### config.mk
export PLATFORM = sky130hd
export DESIGN_NAME = write_inc
export DESIGN_NICKNAME = d
export VERILOG_FILES = /design/src/rtl/fifo_pkg.sv /design/src/rtl/graycode_gen.sv /design/src/rtl/write_inc_gray2bin_conv.sv /design/src/rtl/write_inc.sv
export SDC_FILE = /design/constraint.sdc
export NUM_CORES = 1
export LEC_CHECK = 0
export ABC_AREA = 0
export CORE_UTILIZATION = 45
export DETAILED_ROUTE_END_ITERATION = 16
export GPL_TIMING_DRIVEN = 0
export PLACE_DENSITY_LB_ADDON = 0.08
export SLEW_MARGIN = 20
export SYNTH_ARGS = -nofsm -noshare
export SYNTH_HDL_FRONTEND = slang
export SYNTH_SLANG_ARGS = --single-unit
### constraint.sdc
create_clock -name wclk -period 7.2 [get_ports wclk]
set_input_delay 1.44 -clock wclk [delete_from_list [all_inputs] [get_ports wclk]]
set_output_delay 1.44 -clock wclk [all_outputs]
set_load 0.02 [all_outputs]
### src/rtl/fifo_pkg.sv
// Shared async-FIFO definitions: default pointer width, synchronizer depth and
// binary/Gray conversion helpers used by both clock-domain controllers.
package fifo_pkg;

    localparam int ADDRSIZE_DEFAULT = 4;
    localparam int SYNC_STAGES      = 2;

    function automatic logic [31:0] bin2gray(input logic [31:0] bin);
        return bin ^ (bin >> 1);
    endfunction

    function automatic logic [31:0] gray2bin(input logic [31:0] gray);
        logic [31:0] bin;
        bin = gray;
        for (int i = 1; i < 32; i++) begin
            bin = bin ^ (gray >> i);
        end
        return bin;
    endfunction

endpackage

### src/rtl/graycode_gen.sv
// Shared binary-to-Gray converter, purely combinational, WIDTH bits wide.
module graycode_gen
    import fifo_pkg::*;
#(
    parameter int WIDTH = ADDRSIZE_DEFAULT + 1
) (
    input  logic [WIDTH-1:0] bin,
    output logic [WIDTH-1:0] gray
);

    logic [31:0] gray_wide;

    assign gray_wide = bin2gray(32'(bin));
    assign gray      = gray_wide[WIDTH-1:0];

endmodule

### src/rtl/write_inc_gray2bin_conv.sv
// Gray-to-binary converter for the synced read pointer; each binary bit is the
// XOR of all Gray bits at and above its position.
module gray2bin_conv #(
    parameter int WIDTH = 5
) (
    input  logic [WIDTH-1:0] gray,
    output logic [WIDTH-1:0] bin
);

    always_comb begin
        bin = '0;
        for (int i = 0; i < WIDTH; i++) begin
            bin[i] = ^(gray >> i);
        end
    end

endmodule

### src/rtl/write_inc.sv
// Write-domain pointer, full/almost_full and level controller for the async FIFO.
// Optional sticky overflow detection is built when WR_OVERFLOW_EN is defined.
module write_inc
    import fifo_pkg::*;
#(
    parameter int ADDRSIZE    = ADDRSIZE_DEFAULT,
    parameter int AFULL_LEVEL = 12
) (
    input  logic                wclk,
    input  logic                rst,
    input  logic                signal_write,
    input  logic [ADDRSIZE:0]   graycode_rptr,
    output logic                full,
    output logic                almost_full,
    output logic [ADDRSIZE-1:0] write_address,
    output logic                write_en,
    output logic [ADDRSIZE:0]   graycode_wptr,
    output logic [ADDRSIZE:0]   wr_level,
    output logic                wr_overflow
);

    localparam int W = ADDRSIZE + 1;

    logic [W-1:0] write_counter;
    logic [W-1:0] next_write;
    logic [W-1:0] next_gray;
    logic [W-1:0] rptr_s1;
    logic [W-1:0] rptr_s2;
    logic [W-1:0] rbin;
    logic [W-1:0] level_next;
    logic         accept;
    logic         next_full;

    assign accept        = signal_write & ~full;
    assign write_en      = accept;
    assign write_address = write_counter[ADDRSIZE-1:0];
    assign next_write    = write_counter + W'(accept);

    graycode_gen #(.WIDTH(W)) u_next_gray (
        .bin  (next_write),
        .gray (next_gray)
    );

    gray2bin_conv #(.WIDTH(W)) u_rptr_bin (
        .gray (rptr_s2),
        .bin  (rbin)
    );

    // Full means the write pointer is exactly one lap ahead of the synced read pointer.
    assign next_full  = (next_gray == {~rptr_s2[ADDRSIZE:ADDRSIZE-1], rptr_s2[ADDRSIZE-2:0]});
    assign level_next = next_write - rbin;

    always_ff @(posedge wclk) begin
        if (rst) begin
            write_counter <= '0;
            graycode_wptr <= '0;
            rptr_s1       <= '0;
            rptr_s2       <= '0;
            full          <= 1'b0;
            almost_full   <= 1'b0;
            wr_level      <= '0;
        end else begin
            if (accept) begin
                write_counter <= next_write;
                graycode_wptr <= next_gray;
            end
            rptr_s1     <= graycode_rptr;
            rptr_s2     <= rptr_s1;
            full        <= next_full;
            wr_level    <= level_next;
            almost_full <= (level_next >= W'(AFULL_LEVEL));
        end
    end

`ifdef WR_OVERFLOW_EN
    logic overflow_q;

    always_ff @(posedge wclk) begin
        if (rst) begin
            overflow_q <= 1'b0;
        end else if (signal_write & full) begin
            overflow_q <= 1'b1;
        end
    end

    assign wr_overflow = overflow_q;
`else
    assign wr_overflow = 1'b0;
`endif

endmodule
==> results of run 1 <==
[stage by stage]
stage | util [%] | worst slack (ns) | area, um^2 | hold WS, ns
after floorplan | - | 3.132 | 1210 | 0.4138
after global placement | 59.11 | 2.508 | 1478 | 0.4184
after detailed placement | 59.11 | 2.414 | 1478 | 0.4265
after CTS | 61.21 | 2.465 | 1530 | 0.4454
after global routing | 61.21 | 2.365 | 1530 | 0.4429
final | 61.21 | 2.433 | 1530 | 0.4363
[synthesized netlist by cell type (2+ instances only)]
cell | number | area share, %
nand2_1 | 2 | 0.62
xor2_1 | 8 | 5.8
xnor2_1 | 14 | 10
ha_1 | 6 | 6.2
dfxtp_1 | 26 | 43
inv_1 | 7 | 2.2
mux2i_1 | 4 | 3.3
a211oi_1 | 3 | 1.9
nand3_1 | 3 | 1.2
clkbuf_1 | 5 | 1.6
nor2b_1 | 14 | 7.2
nor2_1 | 15 | 4.7
a21oi_1 | 3 | 1.2
[power by group]
group | switching [W] | internal [W] | total, W | leakage (nW)
clock | 0.0000435 | 0.0000563 | 0.0000999 | 0.0279
sequential | 0.00000425 | 0.000156 | 0.000160 | 0.214
combinational | 0.0000442 | 0.0000422 | 0.0000865 | 0.370
[flip-flops by register name, summed over array words and instances, names as in the netlist]
register / count
almost_full: 1
full: 1
graycode_wptr: 5
rptr_s1: 5
rptr_s2: 5
wr_level: 5
write_counter: 4
[critical path: stages]
cell and delay, ns:
clkdlybuf4s50_1 0.45, nor2b_1 0.28, clkbuf_1 0.45, clkdlybuf4s50_1 0.70
[worst paths after layout]
kind                start           to  slack (ns)
max          signal_write     write_en        2.43
max reg2reg          full  almost_full        3.90
min reg2reg    rptr_s1[4]   rptr_s2[4]        0.44
min            rptr_s1[4]   rptr_s2[4]        0.44
[logic make-up after synthesis]
logic type | share of synthesized area (%)
and+or+nand+nor | 16.44
DFF | 43.02
xor gates and xnor gates | 17.27
AOI/OAI and AO/OA | 9.101
buffers and inverters | 4.344
adders and majority gates | 6.205
muxes | 3.309
other | 0.3099
[cell type report]
cell class,count,area (um^2),area share (%)
clock inverters,1,30.03,1.962
inverters,7,26.28,1.717
multi-input cells,87,636.9,41.62
repair buffers,23,230.2,15.04
plain buffers,6,26.28,1.717
clock buffers,3,22.52,1.472
flip-flops and latches,26,520.5,34.01
well taps,30,37.54,2.453
[placed cells by master, fill, tap and decap left out]
cell / n
dfxtp_1: 26
clkdlybuf4s50_1: 23
nor2_1: 15
xnor2_1: 14
nor2b_1: 14
xor2_1: 8
inv_1: 7
ha_1: 6
clkbuf_1: 5
mux2i_1: 4
nand3_1: 3
a21oi_1: 3
a211oi_1: 3
clkbuf_4: 3
nand2_1: 2
xor2_2: 1
or3_1: 1
a22oi_1: 1
a2111oi_2: 1
a21o_1: 1
o31ai_1: 1
a2111oi_0: 1
o2111a_1: 1
or4_1: 1
nor3b_1: 1
o311ai_0: 1
nor3_1: 1
o22ai_1: 1
nand4_1: 1
buf_4: 1
conb_1: 1
bufinv_16: 1
[routing by layer]
metal,up-vias,wire length (um),share of wire (%),track usage [%]
li1,467,-,-,-
met1,447,937,43,19.10
met2,31,1079,50,30.04
met3,4,113,5.2,3.390
met4,0,48,2.2,9.649
met5,-,0,0,0
==> flow_summary.ini, run 1 <==
[status]
outcome = finished, final reports clean

[timing]
finalCritPeriodShare_pct = 66.21
tightest_slew_ns = 0.5343
finClkSkew_ns = 0.01504
max_freq_mhz = 209.8
finalHoldViolCount = 0
setup_viol = 0
fin_crit_ns = 4.767
tns_ns = 0
slew_viol_final = 0
rsz0062_at_grt = false
maxSlewHeadroom_pct = 64.38

[hold_path]
min_path_type = flip-flop to flip-flop
hold_depth = 1

[setup_path]
critPathArrivalTime_ns = 3.33
worst_ep_required_time_ns = 5.76
rr_worst_depth = 12
cp-start-kind = input pin
critPathMaxFanout = 11
crit_type = input pin to primary output
crit_path_end_kind = primary output

[global_routing]
grt_pass1_wl_um = 3429
antenna_found_initial = 0
grt.overflow.total = 0
grt_pass1_vias = 819
grt_use_total_pct = 17.15
grt_max_degree = 16

[logic_synthesis]
ys_async_sr_fraction_pct = 0
avgSynthCellArea_um2 = 9.602
synth_nets = 140
synth-main-ff-cell = dfxtp_1
yosys_warnings = 0
netlist-cell-type-count = 29
synth_edf_count = 0
ys_ff_latch = 26
synthCells = 126
synth_area_um2 = 1210
yosysSeqAreaShare_pct = 43.02

[routing]
route.detailed.drc = 0
drtIter0Drc = 7
drt-total-wl_um = 2179
wl_per_cell_um = 11.91
ant_nets = 0
firstDrtPassIters = 4
num_vias = 949
vias_per_cell = 5.186

[placement]
placed_cells = 179
hpwl_um = 1624
port_buffers = 23
gp_congestion = 0.7654

[cts]
post-cts-setup-buffers = 0
clockRootBuffer = clkbuf_4
path_clk_slew_ns = 0.15
numClockSinks = 26
htreeDepth = 1
postCtsResizedCells = 0
clockBufferDepth = 2
clk_latency_ns = 0.33
hold_buffers = 0
cts_buffers = 3
cts_tree = yes

[die]
std_cell_rows = 18
fp.dieW_um = 53.85
ios = 26
coreArea_um2 = 2500
start_util_pct = 48.40
die_height_um = 53.85
dieArea_um2 = 2900

[pwr]
finalPower_w = 0.0003464
peakVddDrop_mv = 0.1458
p_per_area_nw_per_um2 = 226.4
p_leak_nw = 0.6123

[final_layout]
final_nets = 168
fill_cells = 235
fin_cells = 183
drive_gt1_share_pct = 4.575
area_growth_pct = 26.47
n_antenna_cell = 0

[job]
maxCapViolCount = 0
Power figures use the tool's default switching activity.
==> run 2: changes to the inputs <==
CORE_UTILIZATION = 44   (was 45)
clock period = 4.35 ns   (was 7.2 ns; I/O delays follow)
==> flow_summary.ini, run 2 (same netlist as run 1, synthesis figures left out) <==
[status]
outcome = finished, final reports clean

[cts]
path_clk_slew_ns = 0.14
clockRootBuffer = clkbuf_4
clk_latency_ns = 0.32
hold_buffers = 0
htreeDepth = 1
postCtsResizedCells = 0
cts_buffers = 3
clockBufferDepth = 2
post-cts-setup-buffers = 0
numClockSinks = 26
cts_tree = yes

[timing]
finClkSkew_ns = 0.003903
slew_viol_final = 0
tns_ns = 0
tightest_slew_ns = 0.5245
fin_crit_ns = 3.919
rsz0062_at_grt = false
finalCritPeriodShare_pct = 90.10
max_freq_mhz = 255.1
setup_viol = 0
maxSlewHeadroom_pct = 65.03
finalHoldViolCount = 0

[setup_path]
slowest_stage = clkdlybuf4s50_1
worst_ep_required_time_ns = 4.60
crit_chain = clkdlybuf4s50_1 > nor2b_1 > clkbuf_1 > ha_1 > nand3_1 > xor2_1 > inv_1 > ha_1 > inv_1 > or4_1 > o311ai_0 > nor3_1 > o22ai_1
cp_num_buf_inv = 4
crit_path_end_kind = flip-flop
cp-start-kind = input pin
max_stage_delay_ns = 0.46
crit_family = buffers and inverters
crit_type = input pin to flip-flop
critPathArrivalTime_ns = 4.17
critPathMaxFanout = 11

[pwr]
p_per_area_nw_per_um2 = 350.1
p_leak_nw = 0.6054
peakVddDrop_mv = 0.2206

[final_layout]
area_growth_pct = 25.13
final_common_cell = dfxtp_1
n_antenna_cell = 0
final_nets = 168
drive_gt1_share_pct = 4.575
final_cell_mix = dfxtp_1 (26), clkdlybuf4s50_1 (23), nor2_1 (15)
fin_util_pct = 59.49
stdcell_area_um2 = 1514
fin_cells = 183

[hold_path]
min_path_type = flip-flop to flip-flop

[placement]
gp_congestion = 0.8205
hpwl_um = 1654
placed_cells = 179
dpl_cell_area_um2 = 1478
port_buffers = 23

[routing]
wl_per_cell_um = 11.88
route.detailed.drc = 0
drtIter0Drc = 10
vias_per_cell = 5.115
num_vias = 936
drt-total-wl_um = 2174
firstDrtPassIters = 5
ant_nets = 0

[global_routing]
grt_use_total_pct = 18.13
grt_pass1_wl_um = 3788
grt_max_degree = 15
grt_pass1_vias = 856
grt.overflow.total = 0
antenna_found_initial = 0

[die]
fp.dieW_um = 54.44
dieArea_um2 = 2964
die_height_um = 54.44
ios = 26
std_cell_rows = 18
start_util_pct = 47.54
coreArea_um2 = 2545

[job]
maxCapViolCount = 0
-- run 2: changes by cell type in the layout (fill, tap and decap cells not counted), sizes merged --
cell	change
bufinv	-1
clkbuf	+1
-- run 2: cell type report --
class | count | area (um^2)
Clock buffer | 4 | 36.28
Sequential cell | 26 | 520.5
Tap cell | 30 | 37.54
Inverter | 7 | 26.28
Timing Repair Buffer | 23 | 230.2
Fill cell | 243 | 1031
Multi-Input combinational cell | 87 | 636.9
Buffer | 6 | 26.28
-- run 2: per-stage QoR --
stage          hold slack [ns]  setup WS, ns   power, W
2_1_floorplan           0.4138        0.8522  0.0003635
3_3_place_gp            0.4191        0.2440  0.0004104
3_5_place_dp            0.4256        0.1281  0.0004138
4_1_cts                 0.4569        0.4488  0.0005366
5_1_grt                 0.4664        0.1340  0.0005632
6_report                0.4548        0.4306  0.0005301
-- run 2: path summary, 6_finish.rpt --
check / start / to / slack, ns / depth (start not counted)
worst max-delay path: signal_write / almost_full / 0.43 / 13
worst min register to register: rptr_s1[3] / rptr_s2[3] / 0.45 / 1
worst max register to register: full / almost_full / 1.12 / 12
worst min-delay path: rptr_s1[3] / rptr_s2[3] / 0.45 / 1
-- run 2: power by group --
part | switching, W | total (W) | internal, W
sequential | 0.00000675 | 0.000265 | 0.000258
clock | 0.0000707 | 0.000122 | 0.0000512
combinational | 0.0000738 | 0.000144 | 0.0000698
total | 0.000151 | 0.000530 | 0.000379
-- run 2: worst reg2reg max path, stage by stage (launching register included) --
cell      delay, ns
dfxtp_1        0.34
nor2b_1        0.24
clkbuf_1       0.46
ha_1           0.27
nand3_1        0.11
xor2_1         0.43
inv_1          0.10
ha_1           0.34
inv_1          0.10
or4_1          0.41
o311ai_0       0.11
nor3_1         0.11
o22ai_1        0.14
-- run 2: layer usage --
layer / GRT usage [%] / wire length, um / part of all wire (%) / up-vias
met5: 0 / 0 / 0 / -
met4: 6.410 / 16 / 0.74 / 0
met3: 4.167 / 104 / 4.8 / 4
met2: 30.89 / 1093 / 50 / 32
met1: 22.13 / 959 / 44 / 435
li1: - / - / - / 465
==> run 3: changes to the inputs <==
PLACE_DENSITY = 0.73   (was unset)
PLACE_DENSITY_LB_ADDON = unset   (was 0.08)
==> flow_summary.ini, run 3 (same netlist as run 1, synthesis figures left out) <==
[status]
outcome = finished, final reports clean

[setup_path]
max_stage_delay_ns = 0.49
critPathArrivalTime_ns = 4.12
startpoint = signal_write
crit_chain = clkdlybuf4s50_1 > nor2b_1 > clkbuf_1 > ha_1 > nand3_1 > xor2_1 > inv_1 > ha_1 > inv_1 > a2111oi_0 > nor3_1 > o22ai_1
crit_type = input pin to flip-flop
r2r_start = full
worst_ep_required_time_ns = 4.60
rr_worst_depth = 11
rr_endpoint = almost_full
slowest_stage = a2111oi_0
crit_path_end_kind = flip-flop
rrSetupSlack_ns = 1.15
cp-start-kind = input pin
critPathMaxFanout = 11

[global_routing]
grt_pass1_wl_um = 3560
grt_use_total_pct = 17.34
grt.overflow.total = 0
grt_max_degree = 14
grt_pass1_vias = 841
antenna_found_initial = 0

[routing]
num_vias = 926
vias_per_cell = 5.088
wl_per_cell_um = 12.21
firstDrtPassIters = 4
ant_nets = 0
route.detailed.drc = 0
drtIter0Drc = 9
drt-total-wl_um = 2223

[hold_path]
min_to = rptr_s2[0]
hold_depth = 1
min_from = rptr_s1[0]
min_path_type = flip-flop to flip-flop

[timing]
tightest_slew_ns = 0.5383
maxSlewHeadroom_pct = 64.11
max_freq_mhz = 258.3
finClkSkew_ns = 0.005947
finalHoldViolCount = 0
worst_slack_ns = 0.4788
slew_viol_final = 0
finalCritPeriodShare_pct = 88.99
rsz0062_at_grt = false
fin_crit_ns = 3.871
setup_viol = 0
tns_ns = 0

[die]
coreArea_um2 = 2545
die_height_um = 54.44
dieArea_um2 = 2964
fp.dieW_um = 54.44
start_util_pct = 47.54
ios = 26
std_cell_rows = 18

[pwr]
p_leak_nw = 0.5982
p_per_area_nw_per_um2 = 339.5
peakVddDrop_mv = 0.2126

[cts]
hold_buffers = 0
cts_tree = yes
cts_buffers = 3
postCtsResizedCells = 0
numClockSinks = 26
htreeDepth = 1
post-cts-setup-buffers = 0
clockBufferDepth = 2
path_clk_slew_ns = 0.13
clk_latency_ns = 0.32
clockRootBuffer = clkbuf_4

[final_layout]
fill_cells = 243
final_common_cell = dfxtp_1
n_antenna_cell = 0
final_nets = 168
final_cell_mix = dfxtp_1 (26), clkdlybuf4s50_1 (23), nor2_1 (15)
drive_gt1_share_pct = 3.947
seqCellArea_um2 = 520.5
area_growth_pct = 23.99
multi_input_area_um2 = 636.9

[placement]
gp_congestion = 0.7674
place_ws_ns = 0.1739
port_buffers = 23
hpwl_um = 1636

[job]
maxCapViolCount = 0
[run 3: cell types whose count changed in the layout (fill, tap and decap cells not counted)]
cell | before | now
clkbuf_8 | 1 | 0
[run 3: critical path, delay by kind of cell]
kind,cells,cell delay (ns)
AO/OA/AOI/OAI,2,0.63
buffers and inverters,4,1.09
adder cells (fa/ha/maj),2,0.62
AND/OR/NAND/NOR,3,0.52
XOR/XNOR,1,0.38
[run 3: stage by stage]
stage	cell area [um^2]	hold WS, ns	util, %	power, W	std cells
after global routing	1500	0.4697	58.95	0.0005362	182
after detailed placement	1478	0.4223	58.06	0.0004141	179
after CTS	1500	0.4526	58.95	0.0005135	182
after floorplan	1210	0.4138	-	0.0003635	126
final	1500	0.4495	58.95	0.0005093	182
after global placement	1478	0.4181	58.06	0.0004108	179
[run 3: cell type report]
cell class / count / area share, %
buffer: 6 / 1.751
clock buffer: 3 / 1.501
inverter: 7 / 1.751
multi-input combinational: 87 / 42.45
sequential: 26 / 34.70
tap: 30 / 2.502
timing repair buffer: 23 / 15.35
[run 3: worst max-delay path by stage]
stage | slack, ns | cells past startpoint | endpoint
finish | 0.48 | 12 | almost_full
global route | 0.11 | 12 | almost_full
CTS | 0.49 | 13 | almost_full
detailed placement | 0.17 | 13 | almost_full
global placement | 0.24 | 13 | almost_full
floorplan | 0.85 | 12 | almost_full
[run 3: report_power, final]
group	internal [W]	total, W	switching, W	leakage (nW)
combinational	0.0000697	0.000145	0.0000749	0.370
clock	0.0000325	0.000100	0.0000677	0.0138
sequential	0.000258	0.000264	0.00000666	0.214
total	0.000360	0.000509	0.000149	0.598
[run 3: routing by layer]
metal  share of wire (%)  wire length [um]  track usage (%)
met5                   0                 0                0
met4                 1.8                39            10.26
met3                 2.8                63            2.500
met2                  50              1111            30.08
met1                  45              1010            20.00
